File: config.mk
export PLATFORM = sky130hd
export DESIGN_NAME = conv_layer_sequencer
export DESIGN_NICKNAME = d
export VERILOG_FILES = /design/src/rtl/conv_layer_sequencer.sv
export SDC_FILE = /design/constraint.sdc
export NUM_CORES = 1
export LEC_CHECK = 0
export CAP_MARGIN = 20
export CORE_MARGIN = 1
export CORE_UTILIZATION = 32
export DETAILED_ROUTE_END_ITERATION = 10
export PLACE_DENSITY = 0.79
export SLEW_MARGIN = 20
export SYNTH_ARGS = -nofsm -noshare
export SYNTH_HDL_FRONTEND = slang
export SYNTH_SLANG_ARGS = --single-unit
File: constraint.sdc
create_clock -name clk -period 1.6 [get_ports clk]
set_clock_uncertainty 0.1 [all_clocks]
set_input_delay 0.32 -clock clk [delete_from_list [all_inputs] [get_ports clk]]
set_output_delay 0.32 -clock clk [all_outputs]
set_load 0.03 [all_outputs]
File: src/rtl/conv_layer_sequencer.sv
`default_nettype none
// ============================================================================
// Module      : conv_layer_sequencer
// Description : Streams one frame of pixels from an input memory through a
//               convolutional layer and writes the layer results to an
//               output memory, with flow control and a drain-timeout guard.
// Revision    : 1.0 - initial release
// ============================================================================
module conv_layer_sequencer #(
    parameter int I_WIDTH      = 8,
    parameter int O_WIDTH      = 16,
    parameter int CHANNELS_IN  = 3,
    parameter int CHANNELS_OUT = 5,
    parameter int FILTER_SIZE  = 5,
    parameter int IMAGE_WIDTH  = 64,
    parameter int IMAGE_HEIGHT = 32,
    parameter int STRIDE       = 4,
    parameter int DRAIN_LIMIT  = 1024
) (
    input  logic                                    clk,
    input  logic                                    rst_n,
    input  logic                                    start,
    output logic                                    busy,
    output logic                                    done,
    output logic                                    error,
    output logic                                    in_rd_en,
    output logic [$clog2(IMAGE_WIDTH*IMAGE_HEIGHT)-1:0] in_rd_addr,
    input  logic [CHANNELS_IN*I_WIDTH-1:0]          in_rd_data,
    output logic                                    layer_clk_en,
    output logic [CHANNELS_IN*I_WIDTH-1:0]          layer_input_data,
    input  logic [CHANNELS_OUT*O_WIDTH-1:0]         layer_output_data,
    input  logic                                    layer_valid,
    input  logic                                    out_ready,
    output logic                                    out_wr_en,
    output logic [$clog2(((IMAGE_WIDTH-FILTER_SIZE+1)/STRIDE)*((IMAGE_HEIGHT-FILTER_SIZE+1)/STRIDE))-1:0] out_wr_addr,
    output logic [CHANNELS_OUT*O_WIDTH-1:0]         out_wr_data
);

    localparam int N_IN  = IMAGE_WIDTH * IMAGE_HEIGHT;
    localparam int N_OUT = ((IMAGE_WIDTH - FILTER_SIZE + 1) / STRIDE) *
                           ((IMAGE_HEIGHT - FILTER_SIZE + 1) / STRIDE);
    localparam int AW    = $clog2(N_IN);
    localparam int OW    = $clog2(N_OUT);
    localparam int DW    = $clog2(DRAIN_LIMIT + 1);

    // Counters carry one extra bit so the terminal counts are representable.
    localparam logic [AW:0]   RD_END     = (AW+1)'(N_IN);
    localparam logic [OW:0]   WR_END     = (OW+1)'(N_OUT);
    localparam logic [OW:0]   WR_LAST    = (OW+1)'(N_OUT - 1);
    localparam logic [DW-1:0] DRAIN_LAST = DW'(DRAIN_LIMIT - 1);

    typedef enum logic [2:0] {
        IDLE   = 3'd0,
        FILL   = 3'd1,
        STREAM = 3'd2,
        DRAIN  = 3'd3,
        FINISH = 3'd4
    } state_t;

    state_t          state;
    state_t          state_next;
    logic [AW:0]     rd_ptr;
    logic [OW:0]     wr_cnt;
    logic [DW-1:0]   drain_cnt;
    logic            rd_pending;     // a read was issued and its data is not yet captured
    logic            advance;
    logic            reads_left;
    logic            wr_fire;
    logic            last_write;
    logic            drain_timeout;
    logic            frame_start;

    assign busy        = (state != IDLE);
    assign done        = (state == FINISH);
    assign in_rd_addr  = rd_ptr[AW-1:0];
    assign out_wr_en   = wr_fire;
    assign out_wr_addr = wr_cnt[OW-1:0];
    assign out_wr_data = layer_output_data;

    // Flow-control decode: advance gates every read, layer step and write.
    // Holding rst_n low also blocks advance so an aborted frame issues no
    // further accesses on the reset edge itself.
    always_comb begin
        advance       = 1'b0;
        in_rd_en      = 1'b0;
        layer_clk_en  = 1'b0;
        if (rst_n && out_ready &&
            (state == FILL || state == STREAM || state == DRAIN)) begin
            advance = 1'b1;
        end
        reads_left = (rd_ptr < RD_END);
        case (state)
            FILL:    in_rd_en = advance;
            STREAM: begin
                layer_clk_en = advance;
                in_rd_en     = advance && reads_left;
            end
            DRAIN:   layer_clk_en = advance;
            default: ;
        endcase
        wr_fire       = layer_valid && layer_clk_en && (wr_cnt < WR_END);
        last_write    = wr_fire && (wr_cnt == WR_LAST);
        drain_timeout = (state == DRAIN) && advance &&
                        (drain_cnt == DRAIN_LAST) && !last_write;
        frame_start   = (state == IDLE) && start;
    end

    // Next-state logic; the final write wins over any drain transition.
    always_comb begin
        state_next = state;
        case (state)
            IDLE:    if (start) state_next = FILL;
            FILL:    if (advance) state_next = STREAM;
            STREAM: begin
                if (last_write) begin
                    state_next = FINISH;
                end else if (advance && !reads_left && !rd_pending) begin
                    // the last pixel is on the layer input this cycle
                    state_next = DRAIN;
                end
            end
            DRAIN:   if (last_write || drain_timeout) state_next = FINISH;
            FINISH:  state_next = IDLE;
            default: state_next = IDLE;
        endcase
    end

    // State register.
    always_ff @(posedge clk) begin
        if (!rst_n) begin
            state <= IDLE;
        end else begin
            state <= state_next;
        end
    end

    // Read side: address pointer and the pixel register feeding the layer.
    always_ff @(posedge clk) begin
        if (!rst_n) begin
            rd_ptr           <= '0;
            rd_pending       <= 1'b0;
            layer_input_data <= '0;
        end else if (frame_start) begin
            rd_ptr     <= '0;
            rd_pending <= 1'b0;
        end else begin
            if (in_rd_en) begin
                rd_ptr <= rd_ptr + (AW+1)'(1);
            end
            if (advance) begin
                rd_pending <= in_rd_en;
                if (rd_pending) begin
                    layer_input_data <= in_rd_data;
                end
            end
        end
    end

    // Write side: output address, drain cycle counter and sticky error.
    always_ff @(posedge clk) begin
        if (!rst_n) begin
            wr_cnt    <= '0;
            drain_cnt <= '0;
            error     <= 1'b0;
        end else if (frame_start) begin
            wr_cnt    <= '0;
            drain_cnt <= '0;
            error     <= 1'b0;
        end else begin
            if (wr_fire) begin
                wr_cnt <= wr_cnt + (OW+1)'(1);
            end
            if (state == DRAIN && advance) begin
                drain_cnt <= drain_cnt + DW'(1);
            end
            if (drain_timeout) begin
                error <= 1'b1;
            end
        end
    end

endmodule
`default_nettype wire
* Yosys cells after proc, flatten, opt, wreduce, memory -nomap -nowiden
Cells that the tools add are included. W data, S select, Z words.
Word-level totals: register bits 60, word-level logic and storage cells 57
Operators by class: $add $sub $neg 3, $lt $le $gt $ge 2, eq/ne operators 10, multiplexer cells 9, bitwise operators 2, reductions and logical operators 24
Operators by type and width (number):
- $mux W3 | 5
- $add A12 B1 Y12 const B | 1
- $logic_and A1 B1 Y1 | 12
- $lt A12 B12 Y1 const B | 1
- $pmux W3 S4 | 1
- $add A11 B1 Y11 const B | 1
- $eq A11 B10 Y1 const B | 1
- $add A8 B1 Y8 const B | 1
- $eq A8 B7 Y1 const B | 1
- $lt A8 B7 Y1 const B | 1
- $eq A3 B2 Y1 const B | 2
- $ne A2 B2 Y1 const B | 2
- $reduce_and A4 Y1 | 1
- $reduce_or A2 Y1 | 2
- $eq A3 B1 Y1 const B | 1
- $eq A3 B3 Y1 const B | 1
- $logic_not A1 Y1 | 3
- $logic_not A3 Y1 | 1
- $logic_or A1 B1 Y1 | 3
- $ne A3 B2 Y1 const B | 1
- $reduce_and A3 Y1 | 1
- $reduce_bool A3 Y1 | 1
- $mux W1 | 2
- $ne A2 B1 Y1 const B | 1
- 2 further kinds | 3

* Logic depth before layout (Yosys ltp)
Gate-level depths: netlist of the first run.
depth after elaboration 14, depth in mapped cells 7, mapped depth without buffers 6

* Worst setup path before layout of the first run
Ideal clock, no wire load.
path kind register -> output, from reg state[1], to out out_wr_en, data arrival time 1.480 ns, required time 1.180 ns, slack -0.300 ns, stages on the path, launching flop included 7, path buffers 2, path through dfxtp_1 buf_6 nand4b_4 clkinv_2 buf_6 nand3_1 nor2_1
On the way: cells in the longest elaborated chain, start to end 8, elaborated cells on any way between the ends 11, those cells by class eq/ne (3); mux (2); reduce/logical (6)
Ends and longest elaborated chain:
- start: declaration | line 60 | state_t state;
- start signal: assignment | line 133 | state <= state_next;
- $eq A3 B1 Y1 / $eq A3 B2 Y1 (equally long branches) | line 88, 92
- $logic_or A1 B1 Y1 (2 in a row) | line 88 | (state == FILL || state == STREAM || state == DRAIN)) begin
- $logic_and A1 B1 Y1 | line 87 | if (rst_n && out_ready &&
- $mux W1 | line 87
- $mux W1 * | line 92 | case (state)
- named net layer_clk_en | line 29 | output logic layer_clk_en,
- $logic_and A1 B1 Y1 * (2 in a row) | line 101 | wr_fire = layer_valid && layer_clk_en && (wr_cnt < WR_END);
- end: declaration | line 34 | output logic out_wr_en,
The timed path passes the listed nets; every way through them passes the cells marked *.

* Worst setup path in the final report of the first run
from reg wr_cnt[7], to out out_wr_en
On the way: cells in the longest elaborated chain, start to end 2
Ends and longest elaborated chain:
- start: declaration | line 63 | logic [OW:0] wr_cnt;
- start signal: assignment | line 171 | wr_cnt <= wr_cnt + (OW+1)'(1);
- $lt A8 B7 Y1 | line 101
- $logic_and A1 B1 Y1 | line 101
No other way between the ends.

==> metrics, run 1 <==
CP Launch Point=wr_cnt[7]; grt ovf=0; starting density of the core=33.0%; post-route cell area=4390 sq um; first-pass iteration count of the detailed router=4; final wirelength=8530 microns; Vias=2819; grt met3 use=5.86%; Max transition margin=73.6%; setup TNS=-2.14 ns; largest net degree at the start of global routing=28; core area=10300 sq um; clk_lat worst skew=0.33 ns; failing checks=negative setup slack; DPL Wire Length=6060 microns; post-layout min period=1.85 ns; Post-synth EDFFs=0; Primary FF master, synth=dfxtp_1; die area=11100 sq um; HP Class=register to register; Synth Area per Inst=8.38 sq um; Static Leak=1.79 nW; fillers=997; Die Y=105 microns; Post-DP Area=3910 sq um; clk buf depth=2; initial antenna violation count=0; Max-cap violations=0; share of cells above drive strength 1=31.0%; part of the cycle the worst path needs=115%; DRC=0; most frequent cells in the layout=64 x nand2_1, 55 x buf_4, 51 x dfxtp_1; clk root buf=clkbuf_8; Slew @ Worst Pin=0.392 ns; final hold slack=0.358 ns; Routed wire per std cell=14.6 microns; synthesized flop and latch total=60; IO Count=237; nets=558; status=complete, but fails checks; htree depth=3; DIE WIDTH=105 microns; commonest non-fill, non-tap cell in the layout=nand2_1; met1 Usage GRT=15.3%; Port-buffer cells=76; synth-to-layout area growth=29.0%; Ys Warns=0; WP buf/inv=1; synthesized net count=519; GR peak layer=met2; reg-to-reg startpoint=state[0]; Synth Instances=406; WP data arrival=1.43 ns; vias per std cell=4.83; Antenna Nets Post-Route=0; largest cells by area after synthesis=dfxtp_1 35%, buf_4 22%, nand2_1 7.1%; All-Layer GR Usage=15.1%; cts hold-fix bufs=0; area share of the leading cell type in the synthesized netlist=35.3%; Pwr Density=684 nW/um^2; CP max FO=4; worst hold start=layer_input_data[17]; worst path cell trace=nand4b_1 > nor3_4 > nor2_4 > buf_6; Worst EP required=1.18 ns; initial DRC count=97; Final Wtd Congestion=0.757; sequential area share after synthesis=35.3%; cell family with most CP delay=simple AND/OR/NAND/NOR gates; met2 usage=27.6%; final hold violations=0; Setup-failing EPs final=43; worst-path cell with the longest stage delay=dfxtp_2; total CTS buffers=9; fin. max-slew vios=0; leading area contributor after synthesis=dfxtp_1; first-pass GRT wire length=13200 microns; CTS tree=done; VDD IR max=0.000430 V; Critical Path Sink Type=output pin; clock sink count=60; RSZ-0062 raised after global routing=yes; Distinct cells, synth=47; CP Launch Type=register; Rows=37; Critical Path Max Stage Delay=0.33 ns; vias in the first global route=2683; critical path class=register to output pin; setup ws final=-0.246 ns; Synth async-reset ratio=0%; Antenna diodes=0; Max Clock Freq=0.542 GHz; Post-Syn Area=3400 sq um; CTS clk-pin slew, worst paths=0.07 ns
## state kept, by name, indices dropped and copies added, names as in the netlist
register / count
wr_cnt: 8
state: 3
error: 1
layer_input_data: 24
rd_ptr: 12
rd_pending: 1
drain_cnt: 11
## where the power goes
part | leakage, nW | internal, mW | switching, mW
combinational | 1.22 | 0.196 | 0.160
clock | 0.0848 | 0.578 | 0.554
sequential | 0.488 | 1.50 | 0.00954
## synthesized netlist by cell type (4+ instances only)
cell type	n
a21boi_0	24
a21oi_1	14
and3_1	4
buf_2	8
buf_4	98
clkbuf_1	5
dfxtp_1	60
ha_1	4
inv_1	7
nand2_1	64
nand3_1	10
nand4_1	7
nor2_1	13
nor3_1	7
o211ai_1	4
o21ai_0	13
or3_1	9
xor2_1	7
## metrics by stage
stage	setup WS (ns)	cells	util, %	power [mW]
global route	-0.314	584	42.5	3.14
floorplan	-0.00376	406	-	2.05
detailed placement	-0.634	553	37.8	1.81
finish	-0.246	584	42.5	3.00
CTS	-0.290	574	40.6	2.99
global placement	-0.521	553	37.8	1.81
## layout make-up
class                   instances  area [sq um]  share of cell area [%]
flip-flops and latches         60          1210                    27.7
well taps                     136           170                    3.88
multi-input cells             225          1540                    35.2
repair buffers                141          1270                    28.9
clock inverters                 3          15.0                   0.342
inverters                       8          35.0                   0.798
clock buffers                  11           141                    3.22
## cell families after synthesis
family / share of synthesized area [%]
simple gates: 21.7
compound gates: 13.2
xor+xnor: 2.57
buf+inv: 24.9
fa+ha+maj: 1.47
flops: 35.3
mux: 0.882
## worst reg2reg max path, stage by stage, from the launching register on
cell,delay (ns)
dfxtp_2,0.34
buf_12,0.12
nor3b_4,0.27
buf_4,0.16
o211ai_2,0.09
buf_6,0.15
or3_4,0.33
a21oi_2,0.13
## metal layers
metal | share of wire (%) | vias to the layer above
met5 | 0 | -
met4 | 1.6 | 0
met3 | 8.9 | 20
met2 | 53 | 155
met1 | 37 | 1292
li1 | - | 1352
## path summary, 6_finish.rpt
| path | cells after the start | endpoint | slack (ns) |
|---|---|---|---|
| worst min-delay path | 2 | layer_input_data[17] | 0.36 |
| worst max-delay path | 4 | out_wr_en | -0.25 |
| worst min register to register | 2 | layer_input_data[17] | 0.36 |
| worst max register to register | 7 | rd_ptr[7] | -0.14 |
## what timing repair did
item | in CTS | in global routing
pin swaps | 15 | 17
gates cloned | 0 | 0
setup endpoints to repair | 99 | 72
setup buffers | 7 | 13
gates resized for setup | 93 | 44
(Power assumes the default switching activity.)
==> run 2, diff against run 1 <==
- CTS_CLUSTER_DIAMETER: not set -> 200
==> results of run 2 <==
Same layout as run 1: the final DEF is identical, and so are final timing and power.
==> run 3, diff against run 2 <==
- CORE_UTILIZATION: 32 -> 36
- PLACE_DENSITY: 0.79 -> 0.84
- clock period: 1.6 -> 1.9 ns (I/O delays scaled with it)
==> run 3 against run 2 <==
Global-route usage increased by 1.4 points. Sequential share of layout area increased by 1.7 points. Sequential power decreased by 16%. Routed wire length decreased by 0.50%. Clock power increased by 21%. Register-to-register slack improved by 0.22 ns. Worst setup slack improved by 0.22 ns. First-iteration DRC count increased by 12%. The run still ends with negative setup slack left. Flip-flop and latch count unchanged. Largest power group is now clock. Largest cell class unchanged. Critical endpoint unchanged. Die area decreased by 11%. Utilization increased by 2.4 points. Highest routed layer unchanged.
==> metrics, run 3 (synthesized netlist as in run 1, its figures left out) <==
clk buf depth=2 (unchanged); DPL Wire Length=5970 microns (was 6060 microns); cell family with most CP delay=simple AND/OR/NAND/NOR gates (unchanged); Max transition margin=68.2% (was 73.6%); total CTS buffers=9 (unchanged); Antenna Nets Post-Route=0 (unchanged); grt ovf=0 (unchanged); Slew @ Worst Pin=0.466 ns (was 0.392 ns); worst hold start=layer_input_data[18] (was layer_input_data[17]); initial antenna violation count=0 (unchanged); VDD IR max=0.000406 V (was 0.000430 V); Post-DP Area=3690 sq um (was 3910 sq um); final wirelength=8480 microns (was 8530 microns); Largest register FFs=24 (unchanged); Max Clock Freq=0.520 GHz; register area=1210 sq um (unchanged); post-layout min period=1.92 ns; Placed Instances=505 (was 553); share of cells above drive strength 1=21.0% (was 31.0%); r2r setup slk=0.08 ns (was -0.14 ns); Hold Path Depth=2 (unchanged); RSZ-0062 raised after global routing=yes (unchanged); largest registers=layer_input_data: 24 flops, rd_ptr: 12 flops, drain_cnt: 11 flops (unchanged); Routed wire per std cell=15.9 microns (was 14.6 microns); final hold violations=0 (unchanged); reg-to-reg startpoint=state[0] (unchanged); nets=532 (was 558); WP data arrival=1.44 ns (was 1.43 ns); cts hold-fix bufs=0 (unchanged); Critical Path Sink Type=output pin (unchanged); largest net degree at the start of global routing=25 (was 28); HP Class=register to register (unchanged); hold endpoint=layer_input_data[18] (was layer_input_data[17]); status=complete, but fails checks (unchanged); Final Wtd Congestion=0.828 (was 0.757); synth-to-layout area growth=21.5% (was 29.0%); clk root buf=clkbuf_8 (unchanged); vias in the first global route=2625 (was 2683); Port-buffer cells=76 (unchanged); first-pass iteration count of the detailed router=4 (unchanged); initial DRC count=109 (was 97); fin. max-slew vios=0 (unchanged); critical path class=register to output pin (unchanged); worst path cell trace=buf_4 > nand4b_4 > clkinv_4 > nand3_4 > nor2_4 > buf_6 (was nand4b_1 > nor3_4 > nor2_4 > buf_6); worst-path cell with the longest stage delay=dfxtp_2 (unchanged); Setup-failing EPs final=1 (was 43); first-pass GRT wire length=12700 microns (was 13200 microns); CP max FO=4 (unchanged); failing checks=negative setup slack (unchanged); WP buf/inv=3 (was 1); worst reg-to-reg path cell count=6 (was 7); htree depth=3 (unchanged); CP Launch Point=state[2] (was wr_cnt[7]); Max-cap violations=0 (unchanged); CTS tree=done (unchanged); clock sink count=60 (unchanged); multi-input logic area=1430 sq um (was 1540 sq um); DRC=0 (unchanged); Critical R2R Capture=rd_ptr[11] (was rd_ptr[7]); vias per std cell=5.17 (was 4.83); starting density of the core=37.0% (was 33.0%); clk_lat worst skew=0.33 ns (about the same); Rows=35 (was 37); Die Y=99.2 microns (was 105 microns); commonest non-fill, non-tap cell in the layout=nand2_1 (unchanged); fillers=843 (was 997); Static Leak=1.65 nW (was 1.79 nW); Vias=2761 (was 2819); setup ws final=-0.0245 ns (was -0.246 ns); IO Count=237 (unchanged); Critical Path Max Stage Delay=0.33 ns (about the same); CP Launch Type=register (unchanged); largest register by flop count=layer_input_data (unchanged); CTS clk-pin slew, worst paths=0.07 ns (about the same); die area=9850 sq um (was 11100 sq um); core area=9200 sq um (was 10300 sq um); Worst EP required=1.42 ns (was 1.18 ns); Pwr Density=704 nW/um^2 (was 684 nW/um^2); most frequent cells in the layout=64 x nand2_1, 51 x dfxtp_1, 51 x clkdlybuf4s50_1 (was 64 x nand2_1, 55 x buf_4, 51 x dfxtp_1); final core occ=45.0% (was 42.5%); DIE WIDTH=99.2 microns (was 105 microns); Antenna diodes=0 (unchanged); Final Instance Count excl. Fillers=534 (was 584); final hold slack=0.361 ns (was 0.358 ns); part of the cycle the worst path needs=101%; All-Layer GR Usage=16.5% (was 15.1%); post-route cell area=4140 sq um (was 4390 sq um)
-- run 3: worst reg2reg max path: stages (launching register included) --
cell	delay (ns)
dfxtp_2	0.33
buf_6	0.13
nor3b_4	0.24
buf_4	0.18
o211ai_2	0.17
or4_1	0.46
a21oi_1	0.16
-- run 3: worst max-delay path by stage --
stage | end | depth (start not counted)
2_1_floorplan | out_wr_en | 6
4_1_cts | out_wr_en | 6
3_5_place_dp | rd_ptr[11] | 6
5_1_grt | out_wr_en | 6
3_3_place_gp | rd_ptr[11] | 6
6_report | out_wr_en | 6
-- run 3: layer usage --
layer	wire, microns	up-vias	global-route usage [%]
met5	0	-	0
met3	1110	23	8.64
met2	4080	170	28.8
met1	3080	1263	15.9
li1	-	1305	-
met4	214	0	8.37
-- run 3: per-stage QoR --
step	TNS, ns	worst slack (ns)	power (mW)
detailed placement	-9.80	-0.328	1.53
global route	-0.187	-0.0953	3.03
finish	-0.0245	-0.0245	2.91
floorplan	0	0.0972	1.72
global placement	-8.06	-0.293	1.52
CTS	-0.00423	-0.00423	2.90
-- run 3: repair_timing --
item	CTS	global route
resized for setup	43	14
buffers inserted	7	7
endpoints found under the setup margin	19	13
endpoints found under the hold margin	0	0
pin swaps	4	3
-- run 3: final cells by class --
class	count	share of cell area, %
Clock buffer	9	3.00
Multi-Input combinational cell	225	34.5
Tap cell	111	3.36
Inverter	8	0.847
Clock inverter	6	2.75
Timing Repair Buffer	115	26.2
Sequential cell	60	29.4
-- run 3: power breakdown --
group          leakage, nW  switching, mW  internal [mW]  total [mW]
clock                0.112          0.501          0.865        1.37
combinational         1.05          0.124          0.144       0.269
sequential           0.488        0.00861           1.27        1.27
==> edit: new RTL, settings of run 2 <==
Re-encode `state_t` (5 states) as one-hot, 5 bits wide.
--- a/src/rtl/conv_layer_sequencer.sv
+++ b/src/rtl/conv_layer_sequencer.sv
@@ -49,12 +49,12 @@
     localparam logic [OW:0]   WR_LAST    = (OW+1)'(N_OUT - 1);
     localparam logic [DW-1:0] DRAIN_LAST = DW'(DRAIN_LIMIT - 1);
 
-    typedef enum logic [2:0] {
-        IDLE   = 3'd0,
-        FILL   = 3'd1,
-        STREAM = 3'd2,
-        DRAIN  = 3'd3,
-        FINISH = 3'd4
+    typedef enum logic [4:0] {
+        IDLE   = 5'b00001,
+        FILL   = 5'b00010,
+        STREAM = 5'b00100,
+        DRAIN  = 5'b01000,
+        FINISH = 5'b10000
     } state_t;
 
     state_t          state;
Formal check against the unedited RTL: same outputs for any inputs over 4 cycles, from zero or initial values and one cycle with rst_n low; so few cycles prove little.
==> edit against run 2 <==
- the run still ends with negative setup slack left
- design area grew 28%
- die area is 4.9% higher
- critical endpoint unchanged
- worst setup slack lost 0.35 ns
- sequential share of layout area down 5.3 points
- total power up 12%
- area after synthesis increased by 5.0%
- wire length rose by 34%
- worst hold slack better by 0.0073 ns
- sequential cell count up 2
==> edit: results (changes against run 2) <==
[critical_path]
crit_fanout=5  ; +1
timing.rr.start=state[2]
worstSetupStartpoint=wr_cnt[1]

[synthesis]
synth_area_leaders=dfxtp_1 (35%), buf_4 (21%), nand2_1 (6.6%), xnor2_1 (5.1%), a21boi_1 (4.2%)
synthesis.nets=545  ; +5.0%
netlist_top_cells_count=buf_4 (98), nand2_1 (63), dfxtp_1 (62)
synth.yosys.seq_area_share_pct=34.7  ; -0.57 points

[hold_path]
hold_path.startpoint=layer_input_data[16]

[finish]
nClkBuffers=10  ; -1
num-multi-input-gates=246  ; +9.3%
bufAreaShareNonClock_pct=32.9  ; +3.9 points
finalNonFillerCells=658  ; +13%
fill_cells=896  ; -10%
num-nonclk-buffers=184  ; +30%
multi_input_area_sq_um=2110  ; +36%

[detailed_routing]
met3WireLength_um=639  ; -15%
routed_via_density=4.94  ; +2.4%
wl_met2_mm=5.98  ; +33%

[sta]
setup_violations=64  ; +49%
setup_ws_ns=-0.597  ; -0.351 ns
tns_ns=-24.39  ; -22.25 ns

[floorplan]
rows=38  ; +2.7%

[global_route]
grt_util_met3_pct=4.66  ; -1.2 points
grt_pass1_wl_mm=16.6  ; +26%
track_usage_pct=18.9  ; +3.8 points

[placed_design]
dp_hpwl_mm=6.17  ; +1.9%
dp_cells=593  ; +7.2%
dp_slack_ns=-0.555  ; +0.0790 ns
dpl_cell_area_sq_um=4260  ; +9.0%
globalplace.congestion=0.826  ; +9.1%

[outcome]
status=complete, but fails checks
violations=negative setup slack

[power_and_ir_drop]
leakagePower_uw=0.00243  ; +35%

[clock_tree]
post_cts_buffers=27  ; +20

## edit: final timing paths
path	endpoint	slack [ns]	cells after the start
hold / removal	layer_input_data[16]	0.37	2
setup reg to reg	layer_input_data[6]	-0.56	11
setup / recovery	out_wr_en	-0.60	6
hold reg to reg	layer_input_data[16]	0.37	2
## edit: cells by family after synthesis
kind of cell,Yosys count,share of synthesized area (%)
xor+xnor,24,5.88
simple gates,169,23.7
fa+ha+maj,4,1.40
mux,3,0.875
buf+inv,124,24.0
flops,62,34.7
compound gates,46,9.49
## edit: where the power goes
part	total (uW)	switching, uW	internal (uW)
logic	411	168	244
registers	1550	10.5	1540
clock network	1410	655	755
total	3370	833	2540
## edit: critical path, delay by kind of cell, from the launching register on
kind | cells | cell delay [ns]
buf+inv | 2 | 0.19
flops | 1 | 0.35
fa+ha+maj | 1 | 0.14
simple gates | 3 | 0.75
